**src/rtl/botupdt_snapshot_queue_pkg.sv**
```systemverilog
// Shared types for the rojobot update snapshot queue.
// Latency: n/a (types and constants only).
// Backpressure: n/a.
package botupdt_snapshot_queue_pkg;

    localparam int SNAP_W = 32;

    // One rojobot register snapshot; field order matches the CPU-visible word.
    typedef struct packed {
        logic [7:0] locx;
        logic [7:0] locy;
        logic [7:0] sensors;
        logic [7:0] botinfo;
    } bot_snap_t;

endpackage : botupdt_snapshot_queue_pkg

```
**src/rtl/botupdt_snapshot_queue_if.sv**
```systemverilog
// Bundle between rojobot/CPU side (master) and the snapshot queue (slave).
// Latency: n/a (wires only).
// Backpressure: none; the queue absorbs or drops updates, it never stalls the bot.
interface botupdt_snapshot_queue_if
    import botupdt_snapshot_queue_pkg::*;
#(
    parameter int DEPTH = 4,
    parameter int OVR_W = 8
);
    localparam int LVL_W = $clog2(DEPTH) + 1;

    logic              i_upd_sysregs;
    logic [7:0]        i_locx;
    logic [7:0]        i_locy;
    logic [7:0]        i_sensors;
    logic [7:0]        i_botinfo;
    logic              i_int_ack;
    logic [SNAP_W-1:0] o_bot_info;
    logic              o_bot_updt;
    logic [LVL_W-1:0]  o_level;
    logic              o_overflow;
    logic [OVR_W-1:0]  o_ovr_cnt;

    modport master (
        output i_upd_sysregs, i_locx, i_locy, i_sensors, i_botinfo, i_int_ack,
        input  o_bot_info, o_bot_updt, o_level, o_overflow, o_ovr_cnt
    );

    modport slave (
        input  i_upd_sysregs, i_locx, i_locy, i_sensors, i_botinfo, i_int_ack,
        output o_bot_info, o_bot_updt, o_level, o_overflow, o_ovr_cnt
    );

endinterface : botupdt_snapshot_queue_if

```
**src/rtl/botupdt_snapshot_queue_fifo.sv**
```systemverilog
// Generic synchronous FIFO with a registered head output.
// Latency: a push into an empty FIFO appears on dout the next cycle.
// Backpressure: push while full is accepted only with a same-cycle pop; otherwise ignored.
module botupdt_snapshot_queue_fifo #(
    parameter int DEPTH = 4,
    parameter int W     = 32,
    parameter int LVL_W = $clog2(DEPTH) + 1
) (
    input  logic             clk,
    input  logic             rst,
    input  logic             push,
    input  logic             pop,
    input  logic [W-1:0]     din,
    output logic [W-1:0]     dout,
    output logic [LVL_W-1:0] level,
    output logic             full,
    output logic             empty
);
    localparam int PTR_W = $clog2(DEPTH);

    logic [W-1:0]     mem_q [DEPTH];
    logic [W-1:0]     mem_d [DEPTH];
    logic [PTR_W-1:0] wr_ptr_q, wr_ptr_d;
    logic [PTR_W-1:0] rd_ptr_q, rd_ptr_d;
    logic [LVL_W-1:0] level_q, level_d;
    logic [W-1:0]     dout_q, dout_d;
    logic             push_ok;
    logic             pop_ok;

    assign full  = (level_q == LVL_W'(DEPTH));
    assign empty = (level_q == '0);
    assign level = level_q;
    assign dout  = dout_q;

    // Next-state: array write, pointer/level update, and look-ahead of the new head.
    always_comb begin
        mem_d    = mem_q;
        wr_ptr_d = wr_ptr_q;
        rd_ptr_d = rd_ptr_q;
        level_d  = level_q;
        dout_d   = dout_q;
        pop_ok   = pop & ~empty;
        push_ok  = push & (~full | pop_ok);
        if (push_ok) begin
            mem_d[wr_ptr_q] = din;
            wr_ptr_d        = wr_ptr_q + 1'b1;
        end
        if (pop_ok) begin
            rd_ptr_d = rd_ptr_q + 1'b1;
        end
        case ({push_ok, pop_ok})
            2'b10:   level_d = level_q + 1'b1;
            2'b01:   level_d = level_q - 1'b1;
            default: level_d = level_q;
        endcase
        // Head is read from the post-write array so a push into an empty queue
        // (or into a draining level-1 queue) is visible one cycle later; an
        // emptied queue keeps showing the last popped word.
        if (level_d != '0) begin
            dout_d = mem_d[rd_ptr_d];
        end
    end

    // State registers.
    always_ff @(posedge clk) begin
        if (rst) begin
            mem_q    <= '{default: '0};
            wr_ptr_q <= '0;
            rd_ptr_q <= '0;
            level_q  <= '0;
            dout_q   <= '0;
        end else begin
            mem_q    <= mem_d;
            wr_ptr_q <= wr_ptr_d;
            rd_ptr_q <= rd_ptr_d;
            level_q  <= level_d;
            dout_q   <= dout_d;
        end
    end

endmodule : botupdt_snapshot_queue_fifo

```
**src/rtl/botupdt_snapshot_queue.sv**
```systemverilog
// Queues rojobot register snapshots for the CPU and raises a level interrupt while any are pending.
// Latency: 1 cycle from update edge to o_bot_updt/o_bot_info.
// Backpressure: none toward the bot; updates arriving at a full queue are dropped and counted.
module botupdt_snapshot_queue
    import botupdt_snapshot_queue_pkg::*;
#(
    parameter int DEPTH = 4,
    parameter int OVR_W = 8
) (
    input  logic                      clk,
    input  logic                      rst,
    botupdt_snapshot_queue_if.slave   bus
);
    localparam int LVL_W = $clog2(DEPTH) + 1;

    logic             upd_prev_q, upd_prev_d;
    logic             ack_prev_q, ack_prev_d;
    logic             bot_updt_q, bot_updt_d;
    logic             overflow_q, overflow_d;
    logic [OVR_W-1:0] ovr_cnt_q, ovr_cnt_d;
    logic             upd_evt;
    logic             ack_evt;
    logic             push;
    logic             pop;
    logic             drop;
    bot_snap_t        snap;
    logic [SNAP_W-1:0] fifo_dout;
    logic [LVL_W-1:0] fifo_level;
    logic             fifo_full;
    logic             fifo_empty;

    // Data is captured straight from the bot registers in the edge cycle.
    assign snap = '{locx: bus.i_locx, locy: bus.i_locy,
                    sensors: bus.i_sensors, botinfo: bus.i_botinfo};

    botupdt_snapshot_queue_fifo #(
        .DEPTH (DEPTH),
        .W     (SNAP_W),
        .LVL_W (LVL_W)
    ) u_fifo (
        .clk   (clk),
        .rst   (rst),
        .push  (push),
        .pop   (pop),
        .din   (snap),
        .dout  (fifo_dout),
        .level (fifo_level),
        .full  (fifo_full),
        .empty (fifo_empty)
    );

    // Edge detection, push/pop/drop decisions and sticky overflow accounting.
    always_comb begin
        upd_prev_d = bus.i_upd_sysregs;
        ack_prev_d = bus.i_int_ack;
        upd_evt    = bus.i_upd_sysregs & ~upd_prev_q;
        ack_evt    = bus.i_int_ack & ~ack_prev_q;
        pop        = ack_evt & ~fifo_empty;
        // A same-cycle pop frees the slot, so a full queue still accepts the update.
        push       = upd_evt & (~fifo_full | pop);
        drop       = upd_evt & fifo_full & ~pop;
        overflow_d = overflow_q | drop;
        ovr_cnt_d  = ovr_cnt_q;
        if (drop && !(&ovr_cnt_q)) begin
            ovr_cnt_d = ovr_cnt_q + 1'b1;
        end
        // Interrupt tracks the occupancy the queue will have after this edge.
        bot_updt_d = push | (fifo_level > LVL_W'(1)) | ((fifo_level == LVL_W'(1)) & ~pop);
    end

    // Registers; prev flops reset high so a level already present at reset release is not an edge.
    always_ff @(posedge clk) begin
        if (rst) begin
            upd_prev_q <= 1'b1;
            ack_prev_q <= 1'b1;
            bot_updt_q <= 1'b0;
            overflow_q <= 1'b0;
            ovr_cnt_q  <= '0;
        end else begin
            upd_prev_q <= upd_prev_d;
            ack_prev_q <= ack_prev_d;
            bot_updt_q <= bot_updt_d;
            overflow_q <= overflow_d;
            ovr_cnt_q  <= ovr_cnt_d;
        end
    end

    assign bus.o_bot_info = fifo_dout;
    assign bus.o_bot_updt = bot_updt_q;
    assign bus.o_level    = fifo_level;
    assign bus.o_overflow = overflow_q;
    assign bus.o_ovr_cnt  = ovr_cnt_q;

endmodule : botupdt_snapshot_queue

```
**src/flat_wrapper.sv**
```systemverilog
// flat-port wrapper written by rule: the top's interface ports become plain ports
module botupdt_snapshot_queue_flat import botupdt_snapshot_queue_pkg::*;
#(
    parameter int DEPTH = 4,
    parameter int OVR_W = 8
)
  (clk, rst, bus_i_upd_sysregs, bus_i_locx, bus_i_locy, bus_i_sensors, bus_i_botinfo, bus_i_int_ack, bus_o_bot_info, bus_o_bot_updt, bus_o_level, bus_o_overflow, bus_o_ovr_cnt);
  botupdt_snapshot_queue_if #(.DEPTH(DEPTH), .OVR_W(OVR_W)) bus_i ();
  input  logic clk;
  input  logic rst;
  input wire logic [$bits(bus_i.i_upd_sysregs)-1:0] bus_i_upd_sysregs;
  input wire logic [$bits(bus_i.i_locx)-1:0] bus_i_locx;
  input wire logic [$bits(bus_i.i_locy)-1:0] bus_i_locy;
  input wire logic [$bits(bus_i.i_sensors)-1:0] bus_i_sensors;
  input wire logic [$bits(bus_i.i_botinfo)-1:0] bus_i_botinfo;
  input wire logic [$bits(bus_i.i_int_ack)-1:0] bus_i_int_ack;
  output wire logic [$bits(bus_i.o_bot_info)-1:0] bus_o_bot_info;
  output wire logic [$bits(bus_i.o_bot_updt)-1:0] bus_o_bot_updt;
  output wire logic [$bits(bus_i.o_level)-1:0] bus_o_level;
  output wire logic [$bits(bus_i.o_overflow)-1:0] bus_o_overflow;
  output wire logic [$bits(bus_i.o_ovr_cnt)-1:0] bus_o_ovr_cnt;
  assign bus_i.i_upd_sysregs = bus_i_upd_sysregs;
  assign bus_i.i_locx = bus_i_locx;
  assign bus_i.i_locy = bus_i_locy;
  assign bus_i.i_sensors = bus_i_sensors;
  assign bus_i.i_botinfo = bus_i_botinfo;
  assign bus_i.i_int_ack = bus_i_int_ack;
  assign bus_o_bot_info = bus_i.o_bot_info;
  assign bus_o_bot_updt = bus_i.o_bot_updt;
  assign bus_o_level = bus_i.o_level;
  assign bus_o_overflow = bus_i.o_overflow;
  assign bus_o_ovr_cnt = bus_i.o_ovr_cnt;
  botupdt_snapshot_queue #(.DEPTH(DEPTH), .OVR_W(OVR_W)) u_core (.clk(clk), .rst(rst), .bus(bus_i));
endmodule
```
**config.mk**
```make
export PLATFORM = sky130hd
export DESIGN_NAME = botupdt_snapshot_queue_flat
export DESIGN_NICKNAME = d
export VERILOG_FILES = /design/src/rtl/botupdt_snapshot_queue_pkg.sv /design/src/rtl/botupdt_snapshot_queue_if.sv /design/src/rtl/botupdt_snapshot_queue_fifo.sv /design/src/rtl/botupdt_snapshot_queue.sv /design/src/flat_wrapper.sv
export SDC_FILE = /design/constraint.sdc
export NUM_CORES = 1
export LEC_CHECK = 0
export BUFFER_PORTS_ARGS = -buffer_cell sky130_fd_sc_hd__buf_2
export CORE_ASPECT_RATIO = 1.5
export CORE_MARGIN = 2
export CORE_UTILIZATION = 30
export DETAILED_ROUTE_END_ITERATION = 7
export SYNTH_ARGS = -nofsm -noshare
export SYNTH_HDL_FRONTEND = slang
export SYNTH_SLANG_ARGS = --single-unit
```
**constraint.sdc**
```tcl
create_clock -name clk -period 3.76 [get_ports clk]
set_input_delay 0.376 -clock clk [delete_from_list [all_inputs] [get_ports clk]]
set_output_delay 0.376 -clock clk [all_outputs]
set_load 0.01 [all_outputs]
```
## Word-level counts from Yosys, hierarchy flattened

Cells that the tools add are included.

| word-level totals | value |
|---|---|
| word-level logic and storage cells | 62 |
| flip-flop bits (word level) | 179 |
| input port bits | 36 |
| output and inout bits | 45 |

| operators by class | value |
|---|---|
| reduce and logical (&&, ||, !) cells | 6 |
| mux-type cells | 9 |
| order comparisons | 4 |
| equality and inequality tests | 4 |
| add/subtract/negate cells | 5 |
| bitwise operators | 21 |

Operators with widths:

| cell | number |
|---|---|
| $bwmux 128 | 1 |
| $mux 128 | 1 |
| $mux 32 | 3 |
| $bmux 32 s2 | 1 |
| $demux 32 s2 | 1 |
| $and 1x1->1 | 9 |
| $add 8x1->8 const B | 1 |
| $reduce_and 8->1 | 1 |
| $ge 3x3->1 const B | 2 |
| $not 2->3 | 2 |
| $pmux 3 s2 | 1 |
| $not 1->1 | 5 |
| $or 1x1->1 | 5 |
| $add 2x1->2 const B | 2 |
| $add 3x1->3 const B | 1 |
| $eq 3x1->1 const B | 1 |
| $eq 3x3->1 const B | 1 |
| $gt 3x1->1 const B | 1 |
| $logic_not 3->1 | 1 |
| $lt 3x1->1 const B | 1 |
| $reduce_bool 3->1 | 1 |
| $sub 3x1->3 const B | 1 |
| $eq 2x1->1 const B | 1 |
| $eq 2x2->1 const B | 1 |
| 3 further kinds | 4 |

## Longest topological paths before layout

Gate-level depths: netlist of the first run.

| logic depth | value |
|---|---|
| depth after elaboration | 10 |
| depth in mapped cells | 14 |
| depth with buffers taken out | 12 |

## Cells and area by module

Synthesis of the first run repeated with hierarchy kept, for this count alone.

| second synthesis, totals | value |
|---|---|
| cell total of the unflattened synthesis | 915 |
| area, all modules | 7,921.3 µm² |

Modules (own cells, without submodules):

| module | area each (µm²) | instances | seq. area each (µm²) | cells each |
|---|---|---|---|---|
| botupdt_snapshot_queue_fifo | 7,358.3 | 1 | 3,343.2 | 851 |
| botupdt_snapshot_queue | 563.0 | 1 | 240.2 | 64 |

## Least setup slack after synthesis of the first run

No wires, ideal clock.

| timing path | value |
|---|---|
| path kind | reg2reg |
| from | register u_core.u_fifo.level_q[0], in the netlist u_core.u_fifo.level[0] |
| to | register u_core.u_fifo.dout_q[25], in the netlist u_core.u_fifo.dout[25] |
| setup time | 0.080 ns |
| data required time | 3.680 ns |
| cell stages (with the launch flop) | 15 |
| path slack | 0.931 ns |
| buffers on the path | 3 |
| arrival | 2.749 ns |
| period minus slack after synthesis | 2.829 ns |
| cells stage by stage | dfxtp_1 inv_1 ha_1 nand2_1 o21a_1 buf_2 ha_1 nor2_1 mux2_4 a221oi_2 and3_1 buf_6 buf_4 nor3_1 a211oi_2 |

| between the ends | value |
|---|---|
| longest elaborated chain between the ends | 10 |
| elaborated cells between the ends (all ways) | 22 |
| those cells by class | 2 x add/sub; 3 x eq/ne; 6 x mux; 9 x bitwise; 2 x reduce/logical |

Ends and longest elaborated chain:

| what | RTL line | RTL |
|---|---|---|
| start, declared | botupdt_snapshot_queue_fifo.sv:25 | `logic [LVL_W-1:0] level_q, level_d;` |
| start signal, assigned | botupdt_snapshot_queue_fifo.sv:76 | `level_q <= level_d;` |
| $logic_not 3->1 | botupdt_snapshot_queue_fifo.sv:31 | `assign empty = (level_q == '0);` |
| $not 1->1 | botupdt_snapshot_queue_fifo.sv:42, botupdt_snapshot_queue.sv:58 |  |
| $and 1x1->1 | botupdt_snapshot_queue.sv:58 | `pop = ack_evt & ~fifo_empty;` |
| $or 1x1->1 / $and 1x1->1 (equally long branches) | botupdt_snapshot_queue.sv:60, botupdt_snapshot_queue_fifo.sv:42 |  |
| $and 1x1->1 / $or 1x1->1 (equally long branches) | botupdt_snapshot_queue.sv:60, botupdt_snapshot_queue_fifo.sv:43 |  |
| $and 1x1->1 | botupdt_snapshot_queue_fifo.sv:43 | `push_ok = push & (~full \| pop_ok);` |
| $mux 128 | botupdt_snapshot_queue_fifo.sv:44 | `if (push_ok) begin` |
| $bmux 32 s2 | botupdt_snapshot_queue_fifo.sv:60 | `dout_d = mem_d[rd_ptr_d];` |
| $mux 32 (implied by the code) (2 in a row) | botupdt_snapshot_queue_fifo.sv:60 |  |
| end signal, assigned | botupdt_snapshot_queue_fifo.sv:77 | `dout_q <= dout_d;` |
| end, declared | botupdt_snapshot_queue_fifo.sv:26 | `logic [W-1:0] dout_q, dout_d;` |

Several ways; a longest one is shown, not always the timed one. The select of a mux whose other input is x is not followed.
A chain may end at the register's enable or synchronous reset.

## Worst setup path after layout of the first run

| timing path | value |
|---|---|
| from | register u_core.u_fifo.level_q[0], in the netlist u_core.u_fifo.level[0] |
| to | register u_core.u_fifo.dout_q[15], in the netlist u_core.u_fifo.dout[15] |

The elaborated chain is that of the path after synthesis.

==> results.tsv, run 1 <==
metric	value	unit
yosys_register_bits	179	
wirelength	21800	um
clk_latency	0.43	ns
dp_hpwl	13200	um
fin_crit_sh	91.9	%
die_width	137	um
route.met2.wl	11100	um
layout_common_cells	nand2_1 (296), dfxtp_1 (179), a21oi_1 (134)	
status	finished, final reports clean	
drt-wirelength-per-cell	16.3	um
crit_path_end_kind	register	
clkSlewWorstSetupHoldPaths	0.06	ns
fin_total_pwr	0.00386	W
slew-limit-headroom	28.3	%
synth_area	7970	um2
fin_setup_tns	0	ns
io-pin-count	81	
hold_viol_final	0	
reg2reg_slack	0.31	ns
skew	0.00738	ns
slew_viol_final	0	
antenna_found_initial	0	
crit_path_start_kind	register	
die_h	204	um
regToRegEndpoint	u_core.u_fifo.dout[15]	
cts_resized	0	
cts.hold.buffers_added	0	
cts_made_buffers	17	
areaGrowthSynthToFinish	15.2	%
drv_cap	0	
overflow	0	
topRoutingLayerUsed	met4	
ir_worst_vdd	320	uV
period_needed	3.45	ns
cts_num_sinks	179	
min_from	bus_i_upd_sysregs	
diodes	0	
p_per_area	421	nW/um2
worstPathArrival	3.80	ns
r2r-start	u_core.u_fifo.level[0]	
gp_congestion	0.799	
wl_met1	9250	um
grt_max_degree	89	
drtPass1Iterations	4	
clock.fmax	0.289	GHz
synth_nets	996	
post_cts_buffers	0	
p_leak	3.26	nW
finalSetupViolCount	0	
critPathRequiredTime	4.10	ns
drc	0	
min_path_cells	2	
io_buffers	80	
drt_iter0_markers	413	
ant_nets	0	
synth.distinct_cells	48	
hold_path.class	in -> reg	
rsz0062_at_grt	no	
synth_warnings	0	
wl_met3	999	um
cts_tree	done	
drive_above_1_share	18.1	%
syn_inst	948	
worstMarginPinSlew	1.08	ns
grt_pass1_vias	6522	
start_util	30.3	%
dr_total_vias	6691	
min_to	u_core.upd_prev_q	
crit_fanout	30	
worstSetupPathType	reg -> reg	
grtUsageTotal	16.1	%
rr_worst_depth	12	
synth_area_per_cell	8.40	um2
core-area	26300	um2
layout_commonest_cell	nand2_1	
grt_pass1_wl	35100	um
cts-root-buf	clkbuf_16	
seq_area_frac_synth	45.0	%
nets	1036	
vias_per_cell	5.00	
clock_path_buffers	2	
rows	73	
die_area	27900	um2
h-tree-depth	4	
==> metrics by stage <==
step	std cells	cell area, um2	hold WS, ns	utilization, %	setup WS, ns
6_report	1337	9180	0.144	34.9	0.306
5_1_grt	1337	9180	0.142	34.9	0.00577
4_1_cts	1337	9180	0.121	34.9	0.301
3_5_place_dp	1306	8600	0.440	32.7	0.360
3_3_place_gp	1306	8600	0.438	32.7	0.486
2_1_floorplan	948	7970	0.432	-	0.931
==> cell usage after synthesis (all sizes together) <==
master / n / area (um2)
a211oi: 32 / 300
and2b: 1 / 8.76
ha: 12 / 150
mux2i: 3 / 30.0
nand3: 3 / 15.0
nor2: 21 / 78.8
o221ai: 32 / 280
and2: 4 / 25.0
and4: 2 / 17.5
and3b: 1 / 8.76
inv: 9 / 36.3
a221oi: 1 / 15.0
o21ai: 4 / 20.0
mux2: 65 / 736
and3: 3 / 18.8
nor3: 35 / 175
or2: 2 / 12.5
a311oi: 2 / 17.5
nand4: 5 / 31.3
o21a: 1 / 7.51
xor2: 6 / 52.6
a41oi: 1 / 16.3
clkbuf: 44 / 165
o311ai: 1 / 8.76
buf: 32 / 224
a21oi: 134 / 671
nor2b: 3 / 18.8
o21bai: 1 / 7.51
xnor2: 3 / 45.1
nand2: 300 / 1130
o2111ai: 1 / 8.76
nand2b: 2 / 20.0
dfxtp: 179 / 3580
a31o: 2 / 17.5
a211o: 1 / 8.76
==> registers in the layout, indices dropped and copies added, names as in the netlist <==
register / cells
u_core.bus.o_overflow: 1
u_core.u_fifo.rd_ptr_q: 2
u_core.u_fifo.dout: 32
u_core.ack_prev_q: 1
u_core.u_fifo.wr_ptr_q: 2
u_core.u_fifo.level: 3
u_core.bus.o_ovr_cnt: 8
u_core.bus.o_bot_updt: 1
u_core.u_fifo.mem_q: 128
u_core.upd_prev_q: 1
==> logic make-up (layout without fill, tap and decap cells) <==
kind of cell               count (synthesis)  count (layout)  synth area share, %
muxes                                     68              68                 9.61
and+or+nand+nor                          382             382                 19.6
buffers and inverters                     85             137                 5.34
AOI/OAI and AO/OA                        213             213                 17.3
adders and majority gates                 12              12                 1.88
xor gates and xnor gates                   9               9                 1.23
DFF                                      179             179                 45.0
==> area by class of cell <==
class / count / area, um2
well taps: 337 / 422
repair buffers: 97 / 584
multi-input cells: 684 / 3980
fillers: 2781 / 17100
inverters: 9 / 36.3
clock inverters: 6 / 71.3
flip-flops and latches: 179 / 3580
clock buffers: 25 / 505
==> routing by layer <==
layer  GRT usage (%)  vias to the layer above
met5               0                        -
met4            5.60                        0
met3            3.26                       23
met2            28.4                      155
met1            19.0                     3192
li1                -                     3321
==> report_power, final <==
group | internal [W] | switching [W] | leakage [nW]
logic | 0.0000547 | 0.000130 | 1.54
clock network | 0.00100 | 0.000750 | 0.276
registers | 0.00192 | 0.00000939 | 1.44
==> worst max-delay path, stage by stage, from the launching register on <==
cell	delay (ns)
dfxtp_1	0.46
inv_1	0.12
ha_1	0.28
nand2_1	0.08
o21a_1	0.41
ha_1	0.31
nor2_1	0.08
mux2_4	0.27
a221oi_2	0.27
and3_2	0.50
buf_12	0.23
nor3_1	0.07
a211oi_1	0.24
==> how the worst max path moves through the flow <==
stage / to / depth (start not counted) / slack [ns] / start
final: u_core.u_fifo.dout[15] / 12 / 0.31 / u_core.u_fifo.level[0]
after global routing: u_core.u_fifo.dout[9] / 12 / 0.006 / u_core.u_fifo.level[0]
after CTS: u_core.u_fifo.dout[6] / 12 / 0.30 / u_core.u_fifo.level[0]
after detailed placement: u_core.u_fifo.dout[6] / 12 / 0.36 / u_core.u_fifo.level[0]
after global placement: u_core.u_fifo.dout[9] / 12 / 0.49 / u_core.u_fifo.level[0]
after floorplan: u_core.u_fifo.dout[25] / 14 / 0.93 / u_core.u_fifo.level[0]
(Power assumes the default switching activity.)
==> run 2: changes to the inputs <==
--- a/config.mk
+++ b/config.mk
@@ -12,4 +12,5 @@
 export DETAILED_ROUTE_END_ITERATION = 7
 export SYNTH_ARGS = -nofsm -noshare
 export SYNTH_HDL_FRONTEND = slang
+export SYNTH_HIERARCHICAL = 1
 export SYNTH_SLANG_ARGS = --single-unit
==> run 2 against run 1 <==
Compared with the run above: sequential power is 4% higher; via count is 7.3% higher; synthesized cell count is 3.5% lower; clock skew is 0.0033 ns higher; highest routed layer is now met5.
==> results.tsv, run 2 <==
metric	value	unit	change
async_reset_ff_share	0	%	unchanged
clk_latency	0.44	ns	about the same
crit_end	u_core/u_fifo/dout[19]		
seq_area_frac_synth	45.2	%	+0.25 points
worstSetupPathType	reg -> reg		
nets	995		-4.0%
gp_congestion	0.745		-6.8%
start_util	30.6	%	+0.36 points
diodes	0		unchanged
clkSlewWorstSetupHoldPaths	0.06	ns	about the same
synth_area_leaders	dfxtp_1 (45%), nand3_1 (10%), a21oi_1 (6.6%), o21ai_0 (6.3%), mux2_4 (5.7%)		
fillers	2613		-6.0%
drv_cap	0		unchanged
cts_resized	0		unchanged
largest_reg_flops	128		unchanged
rr_worst_depth	13		+1
core-area	25900	um2	-1.7%
place_ws	0.253	ns	-0.107 ns
layout_common_cells	dfxtp_1 (179), nand3_1 (165), a21oi_1 (104)		
synth_area_per_cell	8.66	um2	+3.0%
post_cts_buffers	0		unchanged
synth.distinct_cells	47		-2.1%
synth.most_common_cell	dfxtp_1		
io-pin-count	81		unchanged
fin_crit_sh	90.8	%	-1.1 points
hold_path.class	in -> reg		
period_needed	3.41	ns	-0.0407 ns
grt_pass1_vias	6872		+5.4%
crit_path_start_kind	register		
grtUsageTotal	17.2	%	+1.1 points
worstMarginPinSlew	1.11	ns	+0.0353 ns
drc	0		unchanged
cts_made_buffers	17		unchanged
die_width	137	um	-0.27%
cts.hold.buffers_added	0		unchanged
crit_path_end_kind	register		
ir_worst_vdd	351	uV	+9.6%
overflow	0		unchanged
regToRegEndpoint	u_core/u_fifo/dout[19]		
grt_pass1_wl	37600	um	+7.4%
slew-limit-headroom	26.0	%	-2.4 points
hold_viol_final	0		unchanged
synth_warnings	6		+6
layout_commonest_cell	dfxtp_1		
vias_per_cell	5.53		+11%
cts_tree	done		
status	finished, final reports clean		
max_flop_register	u_core/u_fifo/mem_q		
multiInputGateArea	3980	um2	+0.19%
yosysTopAreaCell	dfxtp_1		
ant_nets	0		unchanged
crit_fanout	33		+10%
grt_max_degree	138		+55%
die_area	27700	um2	-0.54%
cts-root-buf	clkbuf_16		
synth_nets	958		-3.8%
fin_setup_tns	0	ns	unchanged
dp_cells	1266		-3.1%
slew_viol_final	0		unchanged
dr_total_vias	7181		+7.3%
drive_above_1_share	19.2	%	+1.1 points
synth_top_area_share	45.2	%	+0.25 points
reg2reg_slack	0.35	ns	+0.04 ns
synth_commonest_cells	dfxtp_1 (179), nand3_1 (166), a21oi_1 (104), o21ai_0 (99), clkbuf_1 (65)		
skew	0.0106	ns	+0.00325 ns
r2r-start	u_core/u_fifo/level[0]		
ff_latch_area	3580	um2	unchanged
drtPass1Iterations	5		+1
drt_iter0_markers	727		+76%
clock.fmax	0.293	GHz	+1.2%
syn_inst	915		-3.5%
areaGrowthSynthToFinish	17.1	%	
fin_cells	1298		-2.9%
rows	72		-1.4%
holdWs	0.142	ns	-0.00268 ns
io_buffers	80		unchanged
critPathRequiredTime	4.10	ns	about the same
p_leak	3.32	nW	+1.7%
synth_area	7920	um2	-0.55%
dp_hpwl	13900	um	+5.4%
synth_edf_count	0		unchanged
h-tree-depth	4		unchanged
antenna_found_initial	2		+2
crit_start	u_core/u_fifo/level[0]		
rsz0062_at_grt	no		
yosys_register_bits	179		unchanged
ys.flop_type	dfxtp_1		
die_h	203	um	-0.27%
fin_ws	0.346	ns	+0.0407 ns
p_per_area	451	nW/um2	+7.1%
cts_num_sinks	179		unchanged
wirelength	23400	um	+7.5%
finalSetupViolCount	0		unchanged
worstPathArrival	3.75	ns	-0.05 ns
clock_path_buffers	2		unchanged
drt-wirelength-per-cell	18.0	um	+11%
==> run 2: cell types whose count changed in the layout (fill, tap and decap cells not counted), sizes merged, moves of 33 or more <==
cell	delta
nand2	-291
nand3	+164
nor2b	+33
o21ai	+95
==> run 2: through the flow <==
stage | util [%] | total power [W] | area [um2]
floorplan | - | 0.00226 | 7930
global placement | 33.5 | 0.00241 | 8670
detailed placement | 33.5 | 0.00242 | 8670
CTS | 35.9 | 0.00421 | 9270
global route | 35.9 | 0.00434 | 9280
finish | 35.9 | 0.00418 | 9280
==> run 2: report_power, final <==
group / switching, W / internal, W
registers: 0.0000303 / 0.00196
logic: 0.000232 / 0.000147
clock network: 0.000774 / 0.00104
total: 0.00104 / 0.00315
==> run 2: how the worst min path moves through the flow <==
| stage | from | to | slack (ns) | depth (start not counted) |
|---|---|---|---|---|
| 3_5_place_dp | u_core/bus.o_overflow | u_core/bus.o_overflow | 0.46 | 2 |
| 3_3_place_gp | u_core/bus.o_overflow | u_core/bus.o_overflow | 0.45 | 2 |
| 6_report | bus_i_int_ack | u_core/ack_prev_q | 0.14 | 2 |
| 2_1_floorplan | u_core/u_fifo/wr_ptr_q[1] | u_core/u_fifo/wr_ptr_q[1] | 0.47 | 2 |
| 5_1_grt | bus_i_int_ack | u_core/ack_prev_q | 0.15 | 2 |
| 4_1_cts | bus_i_int_ack | u_core/ack_prev_q | 0.13 | 2 |
==> run 2: layout make-up <==
cell class | count | share of cell area (%)
well taps | 333 | 4.49
multi-input cells | 639 | 42.9
clock inverters | 10 | 1.33
repair buffers | 107 | 7.20
flip-flops and latches | 179 | 38.6
clock buffers | 22 | 5.11
inverters | 8 | 0.324
==> run 2: cell families (layout without fill, tap and decap cells) <==
| logic type | count (synthesis) | in the layout | share of synthesized area (%) |
|---|---|---|---|
| AO/OA/AOI/OAI | 277 | 277 | 20.4 |
| XOR/XNOR | 5 | 5 | 0.553 |
| adder cells (fa/ha/maj) | 7 | 7 | 1.20 |
| buffers and inverters | 97 | 147 | 5.13 |
| flip-flops | 179 | 179 | 45.2 |
| multiplexers | 35 | 35 | 6.37 |
| AND/OR/NAND/NOR | 315 | 315 | 21.1 |
==> run 2: layer usage <==
layer	vias to the layer above	track usage, %	part of all wire (%)
met5	-	0	0.077
met4	4	6.62	2.3
met3	36	3.10	3.9
met2	175	29.1	50
met1	3518	21.4	44
li1	3448	-	-
==> run 2: critical path, cell delays in order (launching register included) <==
cell      delay, ns
dfxtp_1        0.31
nor3_1         0.20
or3b_4         0.19
inv_1          0.08
or4b_4         0.50
nand2_1        0.14
ha_1           0.20
inv_1          0.06
fa_1           0.37
xor2_1         0.16
o21ai_0        0.35
nand3_4        0.29
buf_12         0.25
a211oi_1       0.22
==> run 3: changes to the inputs <==
--- a/config.mk
+++ b/config.mk
@@ -7,7 +7,6 @@
 export LEC_CHECK = 0
 export BUFFER_PORTS_ARGS = -buffer_cell sky130_fd_sc_hd__buf_2
 export CORE_ASPECT_RATIO = 1.5
-export CORE_MARGIN = 2
 export CORE_UTILIZATION = 30
 export DETAILED_ROUTE_END_ITERATION = 7
 export SYNTH_ARGS = -nofsm -noshare
==> run 3 against run 2 <==
Compared with the run above: cell count about the same; final area decreased by 0.19%; flip-flop and latch count did not move; wire length rose by 0.59%; die area is 2.4% lower; combinational power about the same; highest routed layer unchanged.
==> results.tsv, run 3 (synthesis results as in run 2) <==
metric	value	unit	change
slew-limit-headroom	27.4	%	+1.4 points
h-tree-depth	4		unchanged
largest_reg_flops	128		unchanged
vias_per_cell	5.56		+0.54%
r2r-start	u_core/u_fifo/level[0]		
rsz0062_at_grt	no		
rr_worst_depth	14		+1
grt_pass1_wl	37500	um	-0.42%
clk_latency	0.43	ns	about the same
post_cts_buffers	0		unchanged
areaGrowthSynthToFinish	16.9	%	
cts_resized	0		unchanged
worstMarginPinSlew	1.09	ns	-0.0216 ns
status	finished, final reports clean		
cts_num_sinks	179		unchanged
clockPowerShare	43.0	%	-0.3 points
dp_hpwl	14000	um	+0.48%
fin_crit_sh	91.0	%	+0.21 points
drt_iter0_markers	665		-8.5%
min_from	bus_i_int_ack		
grt_max_degree	98		-29%
antenna_found_initial	4		+2
cts_made_buffers	17		unchanged
p_int	0.00309	W	-1.7%
die_area	27100	um2	-2.4%
wirelength	23600	um	+0.59%
clock.fmax	0.292	GHz	-0.23%
hold_viol_final	0		unchanged
die_h	201	um	-0.99%
fin_setup_tns	0	ns	unchanged
dr_total_vias	7225		+0.61%
grt_pass1_vias	6996		+1.8%
finalSetupViolCount	0		unchanged
layout_common_cells	dfxtp_1 (178), nand3_1 (165), a21oi_1 (104)		
reg2reg_slack	0.34	ns	about the same
fin_total_pwr	0.00415	W	-0.76%
clock_path_buffers	2		unchanged
nets	995		unchanged
cts_tree	done		
hold_path.class	in -> reg		
start_util	30.6	%	unchanged
period_needed	3.42	ns	+0.00792 ns
layout_commonest_cell	dfxtp_1		
io_buffers	80		unchanged
max_flop_register	u_core/u_fifo/mem_q		
drc	0		unchanged
gp_congestion	0.755		+1.4%
crit_path_start_kind	register		
min_path_cells	2		unchanged
holdWs	0.153	ns	+0.0113 ns
cts.hold.buffers_added	0		unchanged
critPathRequiredTime	4.09	ns	about the same
crit_fanout	50		+52%
p_leak	3.30	nW	-0.56%
drv_cap	0		unchanged
die_width	135	um	-1.5%
clkSlewWorstSetupHoldPaths	0.06	ns	about the same
cp_cell_sequence	nor3_1, or3b_4, inv_1, or4b_4, nand2_1, ha_1, inv_1, fa_1, xor2_1, or3_1, nand3_2, buf_12, nor2_1, a211oi_1		
p_per_area	448	nW/um2	-0.58%
min_to	u_core/ack_prev_q		
worst_path_dominant_cell_family	simple AND/OR/NAND/NOR gates		
pwr-share-seq	47.9	%	+0.3 points
rows	72		unchanged
regToRegEndpoint	u_core/u_fifo/dout[20]		
grtUsageTotal	17.6	%	+0.39 points
cp_num_buf_inv	3		unchanged
path_common_cell	inv_1		
worstPathArrival	3.75	ns	about the same
design_area	9260	um2	-0.19%
skew	0.00950	ns	-0.00113 ns
core-area	25900	um2	unchanged
cts-root-buf	clkbuf_16		
ant_nets	0		unchanged
worstSetupPathType	reg -> reg		
drt-wirelength-per-cell	18.1	um	+0.52%
switching_share	25.5	%	+0.68 points
drtPass1Iterations	6		+1
worst-path-stages	14		+1
p_switching	0.00106	W	+2.0%
p_comb_share	9.1	%	about the same
ir_worst_vdd	336	uV	-4.3%
drive_above_1_share	19.8	%	+0.62 points
placed_area	8680	um2	about the same
slowest_stage	or4b_4		
crit_path_end_kind	register		
critPathMaxStageDelay	0.52	ns	+0.02 ns
overflow	0		unchanged
io-pin-count	81		unchanged
slew_viol_final	0		unchanged
## run 3: layout make-up
type	instances	area (um2)
Clock inverter	14	154
Inverter	8	30.0
Fill cell	2659	16600
Sequential cell	179	3580
Clock buffer	18	429
Antenna cell	1	2.50
Multi-Input combinational cell	639	3990
Tap cell	333	417
Timing Repair Buffer	107	656
## run 3: through the flow
step | setup WS [ns] | std cells | util (%)
after floorplan | -0.00479 | 915 | -
after global placement | 0.409 | 1266 | 33.6
after detailed placement | 0.310 | 1266 | 33.6
after CTS | 0.335 | 1298 | 35.8
after global routing | 0.0753 | 1299 | 35.8
final | 0.338 | 1299 | 35.8
## run 3: layer usage
metal	share of wire, %	GRT usage (%)	up-vias
met2	50	30.0	215
li1	-	-	3458
met5	0.17	0	-
met1	42	20.9	3494
met3	5.0	3.23	52
met4	3.0	8.31	6
## run 3: power by group through the flow
stage	clock network, W	registers, W	logic (W)
final	0.00178	0.00199	0.000376
after global routing	0.00189	0.00200	0.000412
after CTS	0.00181	0.00199	0.000381
after detailed placement	0	0.00203	0.000380
after global placement	0	0.00203	0.000373
after floorplan	0	0.00205	0.000202
## run 3: worst max path at each step
| stage | from | endpoint |
|---|---|---|
| floorplan | u_core/u_fifo/level[0] | u_core/u_fifo/dout[10] |
| global placement | bus_i_int_ack | u_core/u_fifo/dout[12] |
| detailed placement | bus_i_int_ack | u_core/u_fifo/dout[15] |
| CTS | u_core/u_fifo/level[0] | u_core/u_fifo/dout[20] |
| global route | u_core/u_fifo/level[0] | u_core/u_fifo/dout[20] |
| finish | u_core/u_fifo/level[0] | u_core/u_fifo/dout[20] |
